### src/rtl/decryption_scheduler_pkg.sv
// rtl/decryption_scheduler_pkg.sv - shared constants, FSM states and helpers for the decryption scheduler
// Purpose: widths, engine select codes, FSM state encoding and an engine-busy lookup.
package decryption_scheduler_pkg;

  localparam int MST_DWIDTH     = 32;
  localparam int SYS_DWIDTH     = 8;
  localparam int FIFO_DEPTH     = 4;
  localparam int BYTES_PER_WORD = 4;

  localparam logic [1:0] SEL_CAESAR  = 2'd0;
  localparam logic [1:0] SEL_SCYTALE = 2'd1;
  localparam logic [1:0] SEL_ZIGZAG  = 2'd2;
  localparam logic [1:0] SEL_INVALID = 2'd3;

  typedef enum logic [1:0] {
    ST_IDLE  = 2'd0,
    ST_ISSUE = 2'd1,
    ST_WAIT  = 2'd2
  } state_e;

  // The invalid select reports busy so it can never start an issue.
  function automatic logic engine_busy(input logic [1:0] sel, input logic [2:0] busy);
    case (sel)
      SEL_CAESAR:  return busy[0];
      SEL_SCYTALE: return busy[1];
      SEL_ZIGZAG:  return busy[2];
      default:     return 1'b1;
    endcase
  endfunction

endpackage

### src/rtl/decryption_scheduler_if.sv
// rtl/decryption_scheduler_if.sv - tagged word input stream of the decryption scheduler
// Purpose: groups the encrypted-word handshake.
// Ports: data_i (word), select_i (engine tag), valid_i, ready_o (push = valid_i & ready_o).
interface decryption_scheduler_if;
  import decryption_scheduler_pkg::*;

  logic [MST_DWIDTH-1:0] data_i;
  logic [1:0]            select_i;
  logic                  valid_i;
  logic                  ready_o;

  modport master (output data_i, output select_i, output valid_i, input ready_o);
  modport slave  (input data_i, input select_i, input valid_i, output ready_o);
endinterface

### src/rtl/decryption_scheduler_sync_fifo.sv
// rtl/decryption_scheduler_sync_fifo.sv - single-clock in-order FIFO with registered occupancy
// Purpose: generic synchronous FIFO, DEPTH a power of two >= 2.
// Ports: clk, rst (sync, active-high), push/wdata, pop/head, full, empty.
module decryption_scheduler_sync_fifo #(
  parameter int WIDTH = 34,
  parameter int DEPTH = 4
) (
  input  logic             clk,
  input  logic             rst,
  input  logic             push,
  input  logic [WIDTH-1:0] wdata,
  input  logic             pop,
  output logic [WIDTH-1:0] head,
  output logic             full,
  output logic             empty
);
  localparam int AW = $clog2(DEPTH);

  logic [WIDTH-1:0] mem_q [DEPTH];
  logic [WIDTH-1:0] mem_d [DEPTH];
  logic [AW-1:0]    wr_ptr_q, wr_ptr_d, rd_ptr_q, rd_ptr_d;
  logic [AW:0]      count_q, count_d;
  logic             push_ok, pop_ok;

  // Occupancy MSB is set only when count == DEPTH (power-of-two depth).
  assign full    = count_q[AW];
  assign empty   = (count_q == '0);
  assign push_ok = push & ~full;
  assign pop_ok  = pop & ~empty;
  assign head    = mem_q[rd_ptr_q];

  always_comb begin
    mem_d    = mem_q;
    wr_ptr_d = wr_ptr_q;
    rd_ptr_d = rd_ptr_q;
    count_d  = count_q;
    if (push_ok) begin
      mem_d[wr_ptr_q] = wdata;
      wr_ptr_d        = wr_ptr_q + 1'b1;
    end
    if (pop_ok) begin
      rd_ptr_d = rd_ptr_q + 1'b1;
    end
    case ({push_ok, pop_ok})
      2'b10:   count_d = count_q + 1'b1;
      2'b01:   count_d = count_q - 1'b1;
      default: count_d = count_q;
    endcase
  end

  always_ff @(posedge clk) begin
    mem_q <= mem_d;
  end

  always_ff @(posedge clk) begin
    if (rst) begin
      wr_ptr_q <= '0;
      rd_ptr_q <= '0;
      count_q  <= '0;
    end else begin
      wr_ptr_q <= wr_ptr_d;
      rd_ptr_q <= rd_ptr_d;
      count_q  <= count_d;
    end
  end
endmodule

### src/rtl/decryption_scheduler.sv
// rtl/decryption_scheduler.sv - in-order word scheduler serialising bytes to three decryptor engines
// Purpose: buffers tagged words, drops invalid selects, issues 4 LSB-first bytes to a non-busy engine.
// Ports: clk_sys, rst_n (sync, active-high), in_if (word stream slave), busy_i[2:0],
//        data0..2_o/valid0..2_o (engine byte ports), err_o, drop_cnt_o, busy_o.
module decryption_scheduler
  import decryption_scheduler_pkg::*;
(
  input  logic                  clk_sys,
  input  logic                  rst_n,
  decryption_scheduler_if.slave in_if,
  input  logic [2:0]            busy_i,
  output logic [SYS_DWIDTH-1:0] data0_o,
  output logic                  valid0_o,
  output logic [SYS_DWIDTH-1:0] data1_o,
  output logic                  valid1_o,
  output logic [SYS_DWIDTH-1:0] data2_o,
  output logic                  valid2_o,
  output logic                  err_o,
  output logic [7:0]            drop_cnt_o,
  output logic                  busy_o
);
  state_e                state_q, state_d;
  logic [1:0]            beat_q, beat_d;
  logic [MST_DWIDTH-1:0] word_q, word_d;
  logic [1:0]            sel_q, sel_d;
  logic [2:0]            valid_q, valid_d;
  logic [SYS_DWIDTH-1:0] data0_q, data0_d, data1_q, data1_d, data2_q, data2_d;
  logic                  err_q, err_d;
  logic [7:0]            drop_cnt_q, drop_cnt_d;

  logic                  fifo_full, fifo_empty, push, pop;
  logic [MST_DWIDTH+1:0] head;
  logic [1:0]            head_sel;
  logic [MST_DWIDTH-1:0] head_word;
  logic [SYS_DWIDTH-1:0] beat_byte;

  assign in_if.ready_o = ~fifo_full;
  assign push          = in_if.valid_i & ~fifo_full;
  assign head_sel      = head[MST_DWIDTH+1:MST_DWIDTH];
  assign head_word     = head[MST_DWIDTH-1:0];
  assign beat_byte     = word_q[beat_q*SYS_DWIDTH +: SYS_DWIDTH];

  decryption_scheduler_sync_fifo #(
    .WIDTH (MST_DWIDTH + 2),
    .DEPTH (FIFO_DEPTH)
  ) u_fifo (
    .clk   (clk_sys),
    .rst   (rst_n),
    .push  (push),
    .wdata ({in_if.select_i, in_if.data_i}),
    .pop   (pop),
    .head  (head),
    .full  (fifo_full),
    .empty (fifo_empty)
  );

  always_comb begin
    state_d    = state_q;
    beat_d     = beat_q;
    word_d     = word_q;
    sel_d      = sel_q;
    valid_d    = '0;
    data0_d    = '0;
    data1_d    = '0;
    data2_d    = '0;
    err_d      = 1'b0;
    drop_cnt_d = drop_cnt_q;
    pop        = 1'b0;
    case (state_q)
      ST_IDLE: begin
        if (!fifo_empty) begin
          if (head_sel == SEL_INVALID) begin
            pop   = 1'b1;
            err_d = 1'b1;
            if (drop_cnt_q != 8'hFF) drop_cnt_d = drop_cnt_q + 8'd1;
          end else if (!engine_busy(head_sel, busy_i)) begin
            // Head-of-line blocking is intentional: a busy head stalls everything behind it.
            pop     = 1'b1;
            word_d  = head_word;
            sel_d   = head_sel;
            beat_d  = 2'd0;
            state_d = ST_ISSUE;
          end
        end
      end
      ST_ISSUE: begin
        // busy_i is not consulted here: a started word always delivers all bytes.
        case (sel_q)
          SEL_CAESAR:  begin valid_d[0] = 1'b1; data0_d = beat_byte; end
          SEL_SCYTALE: begin valid_d[1] = 1'b1; data1_d = beat_byte; end
          SEL_ZIGZAG:  begin valid_d[2] = 1'b1; data2_d = beat_byte; end
          default:     valid_d = '0;
        endcase
        beat_d = beat_q + 2'd1;
        if (beat_q == 2'(BYTES_PER_WORD - 1)) state_d = ST_WAIT;
      end
      ST_WAIT: begin
        if (!engine_busy(sel_q, busy_i)) state_d = ST_IDLE;
      end
      default: state_d = ST_IDLE;
    endcase
  end

  always_ff @(posedge clk_sys) begin
    if (rst_n) begin
      state_q    <= ST_IDLE;
      beat_q     <= '0;
      word_q     <= '0;
      sel_q      <= '0;
      valid_q    <= '0;
      data0_q    <= '0;
      data1_q    <= '0;
      data2_q    <= '0;
      err_q      <= 1'b0;
      drop_cnt_q <= '0;
    end else begin
      state_q    <= state_d;
      beat_q     <= beat_d;
      word_q     <= word_d;
      sel_q      <= sel_d;
      valid_q    <= valid_d;
      data0_q    <= data0_d;
      data1_q    <= data1_d;
      data2_q    <= data2_d;
      err_q      <= err_d;
      drop_cnt_q <= drop_cnt_d;
    end
  end

  assign data0_o    = data0_q;
  assign data1_o    = data1_q;
  assign data2_o    = data2_q;
  assign valid0_o   = valid_q[0];
  assign valid1_o   = valid_q[1];
  assign valid2_o   = valid_q[2];
  assign err_o      = err_q;
  assign drop_cnt_o = drop_cnt_q;
  assign busy_o     = (state_q != ST_IDLE) | ~fifo_empty;
endmodule

### src/flat_wrapper.sv
// flat-port wrapper written by rule: the top's interface ports become plain ports
module decryption_scheduler_flat import decryption_scheduler_pkg::*;
  (clk_sys, rst_n, busy_i, data0_o, valid0_o, data1_o, valid1_o, data2_o, valid2_o, err_o, drop_cnt_o, busy_o, in_if_data_i, in_if_select_i, in_if_valid_i, in_if_ready_o);
  decryption_scheduler_if in_if_i ();
  input  logic clk_sys;
  input  logic rst_n;
  input  logic [2:0] busy_i;
  output logic [SYS_DWIDTH-1:0] data0_o;
  output logic valid0_o;
  output logic [SYS_DWIDTH-1:0] data1_o;
  output logic valid1_o;
  output logic [SYS_DWIDTH-1:0] data2_o;
  output logic valid2_o;
  output logic err_o;
  output logic [7:0] drop_cnt_o;
  output logic busy_o;
  input wire logic [$bits(in_if_i.data_i)-1:0] in_if_data_i;
  input wire logic [$bits(in_if_i.select_i)-1:0] in_if_select_i;
  input wire logic [$bits(in_if_i.valid_i)-1:0] in_if_valid_i;
  output wire logic [$bits(in_if_i.ready_o)-1:0] in_if_ready_o;
  assign in_if_i.data_i = in_if_data_i;
  assign in_if_i.select_i = in_if_select_i;
  assign in_if_i.valid_i = in_if_valid_i;
  assign in_if_ready_o = in_if_i.ready_o;
  decryption_scheduler u_core (.clk_sys(clk_sys), .rst_n(rst_n), .in_if(in_if_i), .busy_i(busy_i), .data0_o(data0_o), .valid0_o(valid0_o), .data1_o(data1_o), .valid1_o(valid1_o), .data2_o(data2_o), .valid2_o(valid2_o), .err_o(err_o), .drop_cnt_o(drop_cnt_o), .busy_o(busy_o));
endmodule
### config.mk
export PLATFORM = sky130hd
export DESIGN_NAME = decryption_scheduler_flat
export DESIGN_NICKNAME = d
export VERILOG_FILES = /design/src/rtl/decryption_scheduler_pkg.sv /design/src/rtl/decryption_scheduler_if.sv /design/src/rtl/decryption_scheduler_sync_fifo.sv /design/src/rtl/decryption_scheduler.sv /design/src/flat_wrapper.sv
export SDC_FILE = /design/constraint.sdc
export NUM_CORES = 1
export LEC_CHECK = 0
export ABC_AREA = 0
export CELL_PAD_IN_SITES_DETAIL_PLACEMENT = 1
export CELL_PAD_IN_SITES_GLOBAL_PLACEMENT = 1
export CORE_ASPECT_RATIO = 1.25
export CORE_MARGIN = 2
export CORE_UTILIZATION = 44
export CTS_BUF_LIST = sky130_fd_sc_hd__clkbuf_8
export DETAILED_ROUTE_END_ITERATION = 10
export MAX_ROUTING_LAYER = met4
export PLACE_DENSITY = 0.69
export SETUP_SLACK_MARGIN = 0.15
export SLEW_MARGIN = 5
export SYNTH_ARGS = -nofsm -noshare
export SYNTH_HDL_FRONTEND = slang
export SYNTH_SLANG_ARGS = --single-unit
### constraint.sdc
create_clock -name clk_sys -period 3.64 [get_ports clk_sys]
set_input_delay 0.364 -clock clk_sys [delete_from_list [all_inputs] [get_ports clk_sys]]
set_output_delay 0.364 -clock clk_sys [all_outputs]
set_load 0.005 [all_outputs]
==> run metrics, run 1 <==
CP max FO 6; switching part of the total 31.5%; fin crit period 2850 ps; Clock Skews 25.0 ps; Num CTS Buffers 35; total I/O pin count 78; Layout Area Growth over Synthesis 18.6%; VDD IR max 0.297 mV; Worst Path Arrival 3260 ps; status completed; Syn Area/Cell 15.6 µm²; Slew HR 25.3%; first-pass GRT wire length 27500 µm; combinational share of power 27.6%; vias per cell 5.40; DR pass1 iterations 4; Final ANT Viol Nets 0; Max Freq 0.351 GHz; Rows 56; Finished Layout Cells 880; DRC Markers 0; insertion delay to the later sink of the worst-skew pair 500 ps; final core occ 52.9%; startpoint types flop; CTS Sinks 217; placed cell count 819; WL per Instance 19.6 µm; Ys Warns 0; DR vias 4750; vias in the first global route 5151; hold endpoint u_core.word_q[22]; clock slew at reported path FFs 60 ps; Die ar. 20000 µm²; Syn Inst Count 532; FF-to-FF End u_core.u_fifo.count_q[2]; initial antenna violation count 0; Worst Hold Path Cells 2; Psw 2180 µW; pin count of the biggest net entering global routing 61; deepest clock path buffer count 3; EDFF count, synth 136; Total Power 6930 µW; RSZ-0062 raised after global routing false; reg2reg start u_core.u_fifo.rd_ptr_q[0]; Crit Path Class flop to flop; DP Wirelength 11000 µm; Design Area, Final 9870 µm²; max-cap viol count 0; Final Setup Violations 0; path type of the worst min-delay path flop to flop; core region area 18600 µm²; drt initial violations 211; Final period util 78.3%; main flop type after synthesis edfxtp_1; area of placed instances 9240 µm²; final hold violations 0; post-CTS resize count 0; worst slew pin tran 1120 ps; GP Congestion 0.812; register area share after synthesis 68.6%; CTS hold repair buffers 0; Static Leak 0.00330 µW; layout cells sized above 1 16.4%; Mapped Area 8320 µm²; hold path startpoint u_core.word_q[22]; max-slew violations 0; H-tree depth 2; Post-CTS Setup Bufs 0; Die Height 158 µm; global route total overflow 0; share of synthesized registers carrying an async set or reset 0%; clock share of power 26.6%; CTS tree built; worst-case reg-to-reg path depth 10; die extent in x 127 µm; Mapped Nets 580; PortBufs 77; Worst Path Required 4050 ps; synth unique cells 47; Worst R2R Setup Slack 790 ps; Int Power 4750 µW; Diodes inserted 0; fin nets 672; Total GRT Usage 18.3%; root buf cell clkbuf_8; #FFs+latches synth 217; setup TNS 0 ps; Initial Utilization 44.6%; Flop pwr share 45.8%; final wirelength 17300 µm; power density over the cells 702 nW/µm²; crit path capture type flop
[how the worst max path moves through the flow]
stage | start | endpoint | slack, ps | depth (start not counted)
2_1_floorplan | u_core.u_fifo.rd_ptr_q[0] | u_core.u_fifo.count_q[2] | 980 | 10
3_3_place_gp | busy_i[2] | u_core.u_fifo.count_q[2] | 800 | 11
3_5_place_dp | busy_i[2] | u_core.u_fifo.count_q[2] | 690 | 11
4_1_cts | u_core.u_fifo.rd_ptr_q[0] | u_core.u_fifo.count_q[2] | 730 | 11
5_1_grt | u_core.u_fifo.rd_ptr_q[0] | u_core.u_fifo.count_q[2] | 530 | 11
6_report | u_core.u_fifo.rd_ptr_q[0] | u_core.u_fifo.count_q[2] | 790 | 10
[registers in the layout, indices dropped and copies added (netlist names)]
register and flops:
u_core.u_fifo.mem_q 136, u_core.word_q 32, u_core.data0_o 8, u_core.data1_o 8
u_core.data2_o 8, u_core.drop_cnt_o 8, u_core.u_fifo.count_q 3, u_core.valid_q 3
u_core.beat_q 2, u_core.sel_q 2, u_core.state_q 2, u_core.u_fifo.rd_ptr_q 2
u_core.u_fifo.wr_ptr_q 2, u_core.err_o 1
[routing by layer]
layer | vias to the layer above | global-route usage, % | wire (µm)
met5 | - | - | 0
met4 | 0 | 5.49 | 339
met3 | 30 | 2.81 | 663
met2 | 110 | 33.7 | 9480
met1 | 2394 | 20.5 | 6790
li1 | 2216 | - | -
[cells in the mapped netlist (4+ instances only)]
master | count | area, µm²
edfxtp_1 | 136 | 4080
dfxtp_1 | 81 | 1620
mux4_2 | 42 | 946
a21oi_1 | 39 | 195
nand3_1 | 36 | 180
o21ai_0 | 35 | 175
nor2_1 | 21 | 78.8
and2_1 | 20 | 125
clkbuf_1 | 12 | 45.0
inv_1 | 11 | 41.3
and3_1 | 8 | 50.1
xnor2_1 | 8 | 70.1
buf_2 | 7 | 35.0
ha_1 | 7 | 87.6
mux2i_1 | 6 | 60.1
nand2_1 | 6 | 22.5
buf_6 | 5 | 56.3
nor3_1 | 5 | 25.0
nand3b_1 | 4 | 30.0
o21ai_1 | 4 | 20.0
[power groups by stage]
stage	Clock (µW)	Combinational, µW	Sequential, µW
final	1840	1910	3170
after global routing	2010	2110	3210
after CTS	1910	1950	3180
after detailed placement	0	1950	3230
after global placement	0	1900	3200
after floorplan	0	1490	3130
[worst max-delay path, stage by stage, from the launching register on]
cell and delay [ps]:
dfxtp_2 420, mux4_2 660, mux2i_1 240, o221ai_2 160
inv_1 90, ha_1 170, inv_1 60, fa_1 370
xor2_1 150, or3_1 320, a21oi_1 140
[per-stage QoR]
stage / hold WS, ps / worst slack, ps
detailed placement: 472 / 688
global route: 489 / 532
floorplan: 448 / 981
finish: 479 / 790
global placement: 463 / 797
CTS: 473 / 733
[cell families after synthesis]
kind of cell             after synthesis  share of synthesized area (%)
multiplexers                          52                           12.8
AO/OA/AOI/OAI                         83                           5.25
AND/OR/NAND/NOR                      120                           8.02
adder cells (fa/ha/maj)                8                           1.29
XOR/XNOR                              10                           1.05
buffers and inverters                 42                           2.98
flip-flops                           217                           68.6
[cells in the final DEF, fill, tap and decap left out, types with 2 or more instances in the layout]
| cell type | instances |
|---|---|
| clkbuf_8 | 38 |
| dfxtp_1 | 80 |
| edfxtp_1 | 136 |
| mux2i_1 | 6 |
| nand3b_1 | 4 |
| clkinv_2 | 4 |
| clkinv_1 | 5 |
| mux4_2 | 42 |
| nand2_1 | 6 |
| nor2b_1 | 2 |
| xnor2_1 | 8 |
| clkdlybuf4s50_1 | 76 |
| a21oi_1 | 39 |
| nor3_1 | 5 |
| or3_1 | 3 |
| nor4_1 | 2 |
| xor2_1 | 2 |
| o21ai_1 | 4 |
| and2_1 | 20 |
| and3_1 | 8 |
| inv_1 | 25 |
| buf_4 | 9 |
| ha_1 | 7 |
| nand2b_1 | 3 |
| o21ai_0 | 35 |
| nand3_1 | 36 |
| nor2_1 | 20 |
[area by class of cell]
type / instances / area (µm²)
Tap cell: 232 / 290
Multi-Input combinational cell: 273 / 2380
Clock buffer: 38 / 523
Clock inverter: 23 / 91.3
Fill cell: 1808 / 8770
Sequential cell: 217 / 5710
Timing Repair Buffer: 86 / 833
Inverter: 11 / 41.3
Power figures use the tool's default switching activity.
==> inputs of run 2 (changes only) <==
==> constraint.sdc (replaced) <==
create_clock -name clk_sys -period 2.7 [get_ports clk_sys]
set_input_delay 0.27 -clock clk_sys [delete_from_list [all_inputs] [get_ports clk_sys]]
set_output_delay 0.27 -clock clk_sys [all_outputs]
set_load 0.005 [all_outputs]
==> run metrics, run 2 (same netlist as run 1, synthesis figures left out) <==
FF-to-FF End u_core.u_fifo.count_q[2]; Final period util 98.9% (+21 points); most frequent cells in the layout edfxtp_1 (136), dfxtp_1 (80), clkdlybuf4s50_1 (76); crit path to u_core.u_fifo.count_q[2]; pin count of the biggest net entering global routing 58 (-4.9%); CP Cell Sequence mux4_2, mux2i_1, o221ai_2, inv_1, ha_2, inv_1, fa_2, xor2_1, or3_1, a21oi_2; initial antenna violation count 0 (unchanged); slowest stage delay, CP 520 ps (-140 ps); vias per cell 5.44 (+0.82%); reg2reg start u_core.u_fifo.rd_ptr_q[0]; Max Freq 0.374 GHz (+6.7%); drt initial violations 242 (+15%); most common cell after layout, fill and taps aside edfxtp_1; VDD IR max 0.521 mV (+76%); global route total overflow 0 (unchanged); Die Height 158 µm (unchanged); Int Power 6910 µW (+46%); Slew HR 47.7% (+22 points); vias in the first global route 5466 (+6.1%); Final Setup Violations 0 (unchanged); DP Wirelength 11000 µm (about the same); Worst Path Arrival 3110 ps (-150 ps); CTS tree built; Crit Path Class flop to flop; power density over the cells 988 nW/µm² (+41%); DRC Markers 0 (unchanged); Layout Area Growth over Synthesis 22.1%; slack of the critical path 29.5 ps (-760 ps); max-cap viol count 0 (unchanged); total I/O pin count 78 (unchanged); Diodes inserted 0 (unchanged); RSZ-0062 raised after global routing true; CTS hold repair buffers 0 (unchanged); final wirelength 17800 µm (+3.3%); WL per Instance 19.9 µm (+1.5%); insertion delay to the later sink of the worst-skew pair 520 ps (+20 ps); fin nets 684 (+1.8%); Total Power 10000 µW (+45%); Worst setup startpoint u_core.u_fifo.rd_ptr_q[0]; slowest stage cell, crit path mux4_2; register name with the most flops u_core.u_fifo.mem_q; Total GRT Usage 19.1% (+0.86 points); core region area 18600 µm² (unchanged); CTS Sinks 217 (unchanged); H-tree depth 2 (unchanged); Worst Path Required 3140 ps (-910 ps); clock share of power 29.3% (+2.7 points); Static Leak 0.00340 µW (+3.1%); Worst R2R Setup Slack 30 ps (-760 ps); Psw 3120 µW (+43%); final core occ 54.5% (+1.6 points); layout cells sized above 1 19.6% (+3.2 points); fillers 1802 (-0.33%); first-pass GRT wire length 29000 µm (+5.3%); max-slew violations 0 (unchanged); DR pass1 iterations 6 (+2); Setup WS pre-CTS -1.15 ps (-689 ps); root buf cell clkbuf_8; combinational share of power 28.1% (+0.5 points); startpoint types flop; Clock Skews 12.3 ps (-12.7 ps); status completed; Die ar. 20000 µm² (unchanged); PortBufs 77 (unchanged); path type of the worst min-delay path input pin to flop; Flop pwr share 42.6% (-3.2 points); CP max FO 5 (-1); crit path capture type flop; DR vias 4876 (+2.7%); Final ANT Viol Nets 0 (unchanged); setup TNS 0 ps (unchanged); Num CTS Buffers 36 (+2.9%); worst slew pin tran 779 ps (-341 ps); number of flip-flops in the largest register 136 (unchanged); deepest clock path buffer count 3 (unchanged); biggest regs u_core.u_fifo.mem_q x136, u_core.word_q x32; Rows 56 (unchanged); die extent in x 127 µm (unchanged); worst-case reg-to-reg path depth 10 (unchanged); GP Congestion 0.793 (-2.4%); switching part of the total 31.1% (-0.35 points); most frequent CP cell inv_1; Initial Utilization 44.6% (unchanged); fin crit period 2670 ps (-180 ps); clock slew at reported path FFs 60 ps (about the same); final hold violations 0 (unchanged)
-- run 2: changes by cell type in the layout (fill, tap and decap cells not counted), moves of 2 or more --
cell	before	now
inv_1	25	18
buf_4	9	15
buf_12	0	5
clkbuf_8	38	43
clkinv_1	5	8
a21oi_1	39	37
a21oi_2	0	2
bufinv_16	0	2
clkinvlp_4	0	2
-- run 2: worst min path at each step --
stage,start,end,depth (start not counted)
after floorplan,in_if_data_i[0],u_core.u_fifo.mem_q[0],0
after detailed placement,u_core.word_q[16],u_core.word_q[16],2
after global placement,u_core.word_q[16],u_core.word_q[16],2
after CTS,rst_n,u_core.valid_q[0],2
after global routing,rst_n,u_core.valid_q[1],2
final,rst_n,u_core.valid_q[0],2
-- run 2: final cells by class --
class	instances	area, µm²	area share (%)
sequential	217	5710	56.2
multi-input combinational	273	2390	23.6
timing repair buffer	97	978	9.63
clock buffer	43	592	5.83
tap	232	290	2.86
clock inverter	23	151	1.49
inverter	11	41.3	0.407
-- run 2: timing repair --
action                     in CTS  in global routing
pin swaps                       1                  0
buffers inserted                3                  3
setup endpoints to repair       2                  2
resized for setup               1                  2
-- run 2: worst max-delay path: cells and delay by family (launching register included) --
family	cells	cell delay [ps]
muxes	2	740
buffers and inverters	2	140
AOI/OAI and AO/OA	2	300
DFF	1	380
adders and majority gates	2	520
xor gates and xnor gates	1	160
and+or+nand+nor	1	340
-- run 2: power groups by stage --
stage                     clock network [µW]  registers, µW  logic (µW)
final                                   2940           4270        2820
after global routing                    3170           4320        3100
after CTS                               3030           4270        2800
after detailed placement                   0           4340        2740
after global placement                     0           4310        2650
after floorplan                            0           4230        2010
-- run 2: routing by layer --
metal / GRT usage, % / vias to the layer above / part of all wire [%]
met2: 33.1 / 132 / 52
met1: 22.1 / 2457 / 41
met4: 7.54 / 0 / 3.0
met3: 3.95 / 40 / 4.3
met5: - / - / 0
li1: - / 2247 / -
-- run 2: metrics by stage --
step                      instance area, µm²  cells  hold slack, ps
after global placement                  9350    824             462
after detailed placement                9350    824             469
after global routing                   10200    896            75.9
after CTS                              10100    893            93.8
after floorplan                         8330    532             369
final                                  10200    896            75.6
==> inputs of run 3 (changes only) <==
--- a/config.mk
+++ b/config.mk
@@ -20,3 +20,4 @@
 export SYNTH_ARGS = -nofsm -noshare
 export SYNTH_HDL_FRONTEND = slang
 export SYNTH_SLANG_ARGS = --single-unit
+export TNS_END_PERCENT = 5
==> constraint.sdc (replaced) <==
create_clock -name clk_sys -period 2.7 [get_ports clk_sys]
set_input_delay 0.27 -clock clk_sys [delete_from_list [all_inputs] [get_ports clk_sys]]
set_output_delay 0.27 -clock clk_sys [all_outputs]
set_load 0.01 [all_outputs]
==> run metrics, run 3 (same netlist as run 1, synthesis figures left out) <==
Static Leak 0.00339 µW (-0.23%); Design Area, Final 10200 µm² (about the same); combinational share of power 28.2% (about the same); Flop pwr share 42.5% (about the same); biggest regs u_core.u_fifo.mem_q x136, u_core.word_q x32; Setup WS pre-CTS -1.15 ps (unchanged); Final period util 98.4% (-0.48 points); clock share of power 29.3% (about the same); Worst Path Arrival 3100 ps (about the same); switching part of the total 31.3% (+0.12 points); first-pass GRT wire length 29000 µm (unchanged); Worst Path Required 3140 ps (about the same); Slew HR 47.7% (about the same); Int Power 6910 µW (about the same); VDD IR max 0.517 mV (-0.75%); initial antenna violation count 0 (unchanged); met1 Use GR 22.1% (unchanged); most frequent cells in the layout edfxtp_1 (136), dfxtp_1 (80), clkdlybuf4s50_1 (76); final hold violations 0 (unchanged); Clock Skews 13.3 ps (+0.940 ps); GP Congestion 0.793 (unchanged); PortBufs 77 (unchanged); worst slew pin tran 779 ps (+0.181 ps); H-tree depth 2 (unchanged); global route total overflow 0 (unchanged); total I/O pin count 78 (unchanged); most common cell after layout, fill and taps aside edfxtp_1; Num CTS Buffers 36 (unchanged); insertion delay to the later sink of the worst-skew pair 520 ps (about the same); deepest clock path buffer count 3 (unchanged); die extent in x 127 µm (unchanged); M2 GR Usage 33.1% (unchanged); RSZ-0062 raised after global routing true; core region area 18600 µm² (unchanged); fin crit period 2660 ps (-13.1 ps); pin count of the biggest net entering global routing 58 (unchanged); fin nets 682 (-0.29%); max-slew violations 0 (unchanged); register name with the most flops u_core.u_fifo.mem_q; Max Freq 0.376 GHz (+0.49%); WL per Instance 19.9 µm (+0.12%); Die Height 158 µm (unchanged); status completed; crit-path leading delay family multiplexers; Initial Utilization 44.6% (unchanged); Critical path buffers and inverters 2 (unchanged); drt initial violations 232 (-4.1%); power density over the cells 989 nW/µm² (+0.19%); slowest stage delay, CP 540 ps (+20 ps); startpoint types flop; area of placed instances 9350 µm² (unchanged); CP Cell Sequence mux4_2, mux2i_1, o221ai_2, inv_1, ha_2, inv_2, fa_2, xor2_1, or3_1, a21oi_2; Rows 56 (unchanged); DR pass1 iterations 6 (unchanged); root buf cell clkbuf_8; CTS tree built; vias per cell 5.45 (about the same); number of flip-flops in the largest register 136 (unchanged); Final Setup Violations 0 (unchanged); Final ANT Viol Nets 0 (unchanged); CP max FO 5 (unchanged); Die ar. 20000 µm² (unchanged); DR vias 4869 (-0.14%); max-cap viol count 0 (unchanged); CTS hold repair buffers 0 (unchanged); slack of the critical path 42.5 ps (+13.1 ps); final wirelength 17800 µm (-0.10%); clock slew at reported path FFs 60 ps (about the same); Psw 3140 µW (+0.54%); CTS Sinks 217 (unchanged); GR peak layer met2; slowest stage cell, crit path mux4_2; path type of the worst min-delay path input pin to flop; Layout Area Growth over Synthesis 22.0% (about the same); Diodes inserted 0 (unchanged); layout cells sized above 1 19.8% (+0.21 points); vias in the first global route 5466 (unchanged); M3 GR Usage 3.95% (unchanged); DRC Markers 0 (unchanged); crit path capture type flop; Total GRT Usage 19.1% (unchanged); DP Wirelength 11000 µm (unchanged); Crit Path Class flop to flop
run 3: cell types whose count changed in the layout (fill, tap and decap cells not counted), sizes merged:
| cell | delta |
|---|---|
| buf | -2 |
run 3: worst paths after layout:
kind	start	to	slack [ps]	cells past startpoint
worst max-delay path	u_core.u_fifo.rd_ptr_q[0]	u_core.u_fifo.count_q[2]	40	10
worst max register to register	u_core.u_fifo.rd_ptr_q[0]	u_core.u_fifo.count_q[2]	40	10
worst min-delay path	rst_n	u_core.valid_q[0]	80	2
worst min register to register	u_core.word_q[16]	u_core.word_q[16]	480	2
run 3: per-layer routing:
| metal | vias up | routed length, µm |
|---|---|---|
| met2 | 137 | 9260 |
| met4 | 0 | 514 |
| met1 | 2450 | 7240 |
| met3 | 41 | 810 |
| met5 | - | 0 |
| li1 | 2241 | - |
run 3: power groups by stage:
stage	registers, µW	clock network, µW	logic [µW]
floorplan	4230	0	2020
global placement	4310	0	2670
detailed placement	4340	0	2760
CTS	4270	3030	2820
global route	4330	3170	3120
finish	4270	2940	2830
run 3: cell type report:
class,instances,area (µm²)
Fill cell,1800,8480
Sequential cell,217,5710
Multi-Input combinational cell,273,2400
Timing Repair Buffer,95,967
Clock buffer,43,592
Tap cell,232,290
Clock inverter,23,151
Inverter,11,41.3
run 3: through the flow:
| stage | utilization (%) | cells | hold WS, ps | power (µW) | TNS, ps |
|---|---|---|---|---|---|
| after global placement | 50.2 | 824 | 462 | 6980 | 0 |
| after global routing | 54.5 | 894 | 75.9 | 10600 | -47.7 |
| final | 54.5 | 894 | 76.7 | 10000 | 0 |
| after floorplan | - | 532 | 369 | 6250 | 0 |
| after detailed placement | 50.2 | 824 | 469 | 7100 | -1.15 |
| after CTS | 54.3 | 893 | 93.8 | 10100 | 0 |
run 3: worst reg2reg max path: stages (launching register included):
cell and delay [ps]:
dfxtp_4 380, mux4_2 540, mux2i_1 210, o221ai_2 130
inv_1 80, ha_2 190, inv_2 40, fa_2 340
xor2_1 160, or3_1 340, a21oi_2 170
run 3: timing repair:
| item | CTS | global route |
|---|---|---|
| gates resized for setup | 1 | 6 |
| endpoints found under the setup margin | 2 | 3 |
| setup buffers | 3 | 1 |
| pin swaps | 1 | 1 |
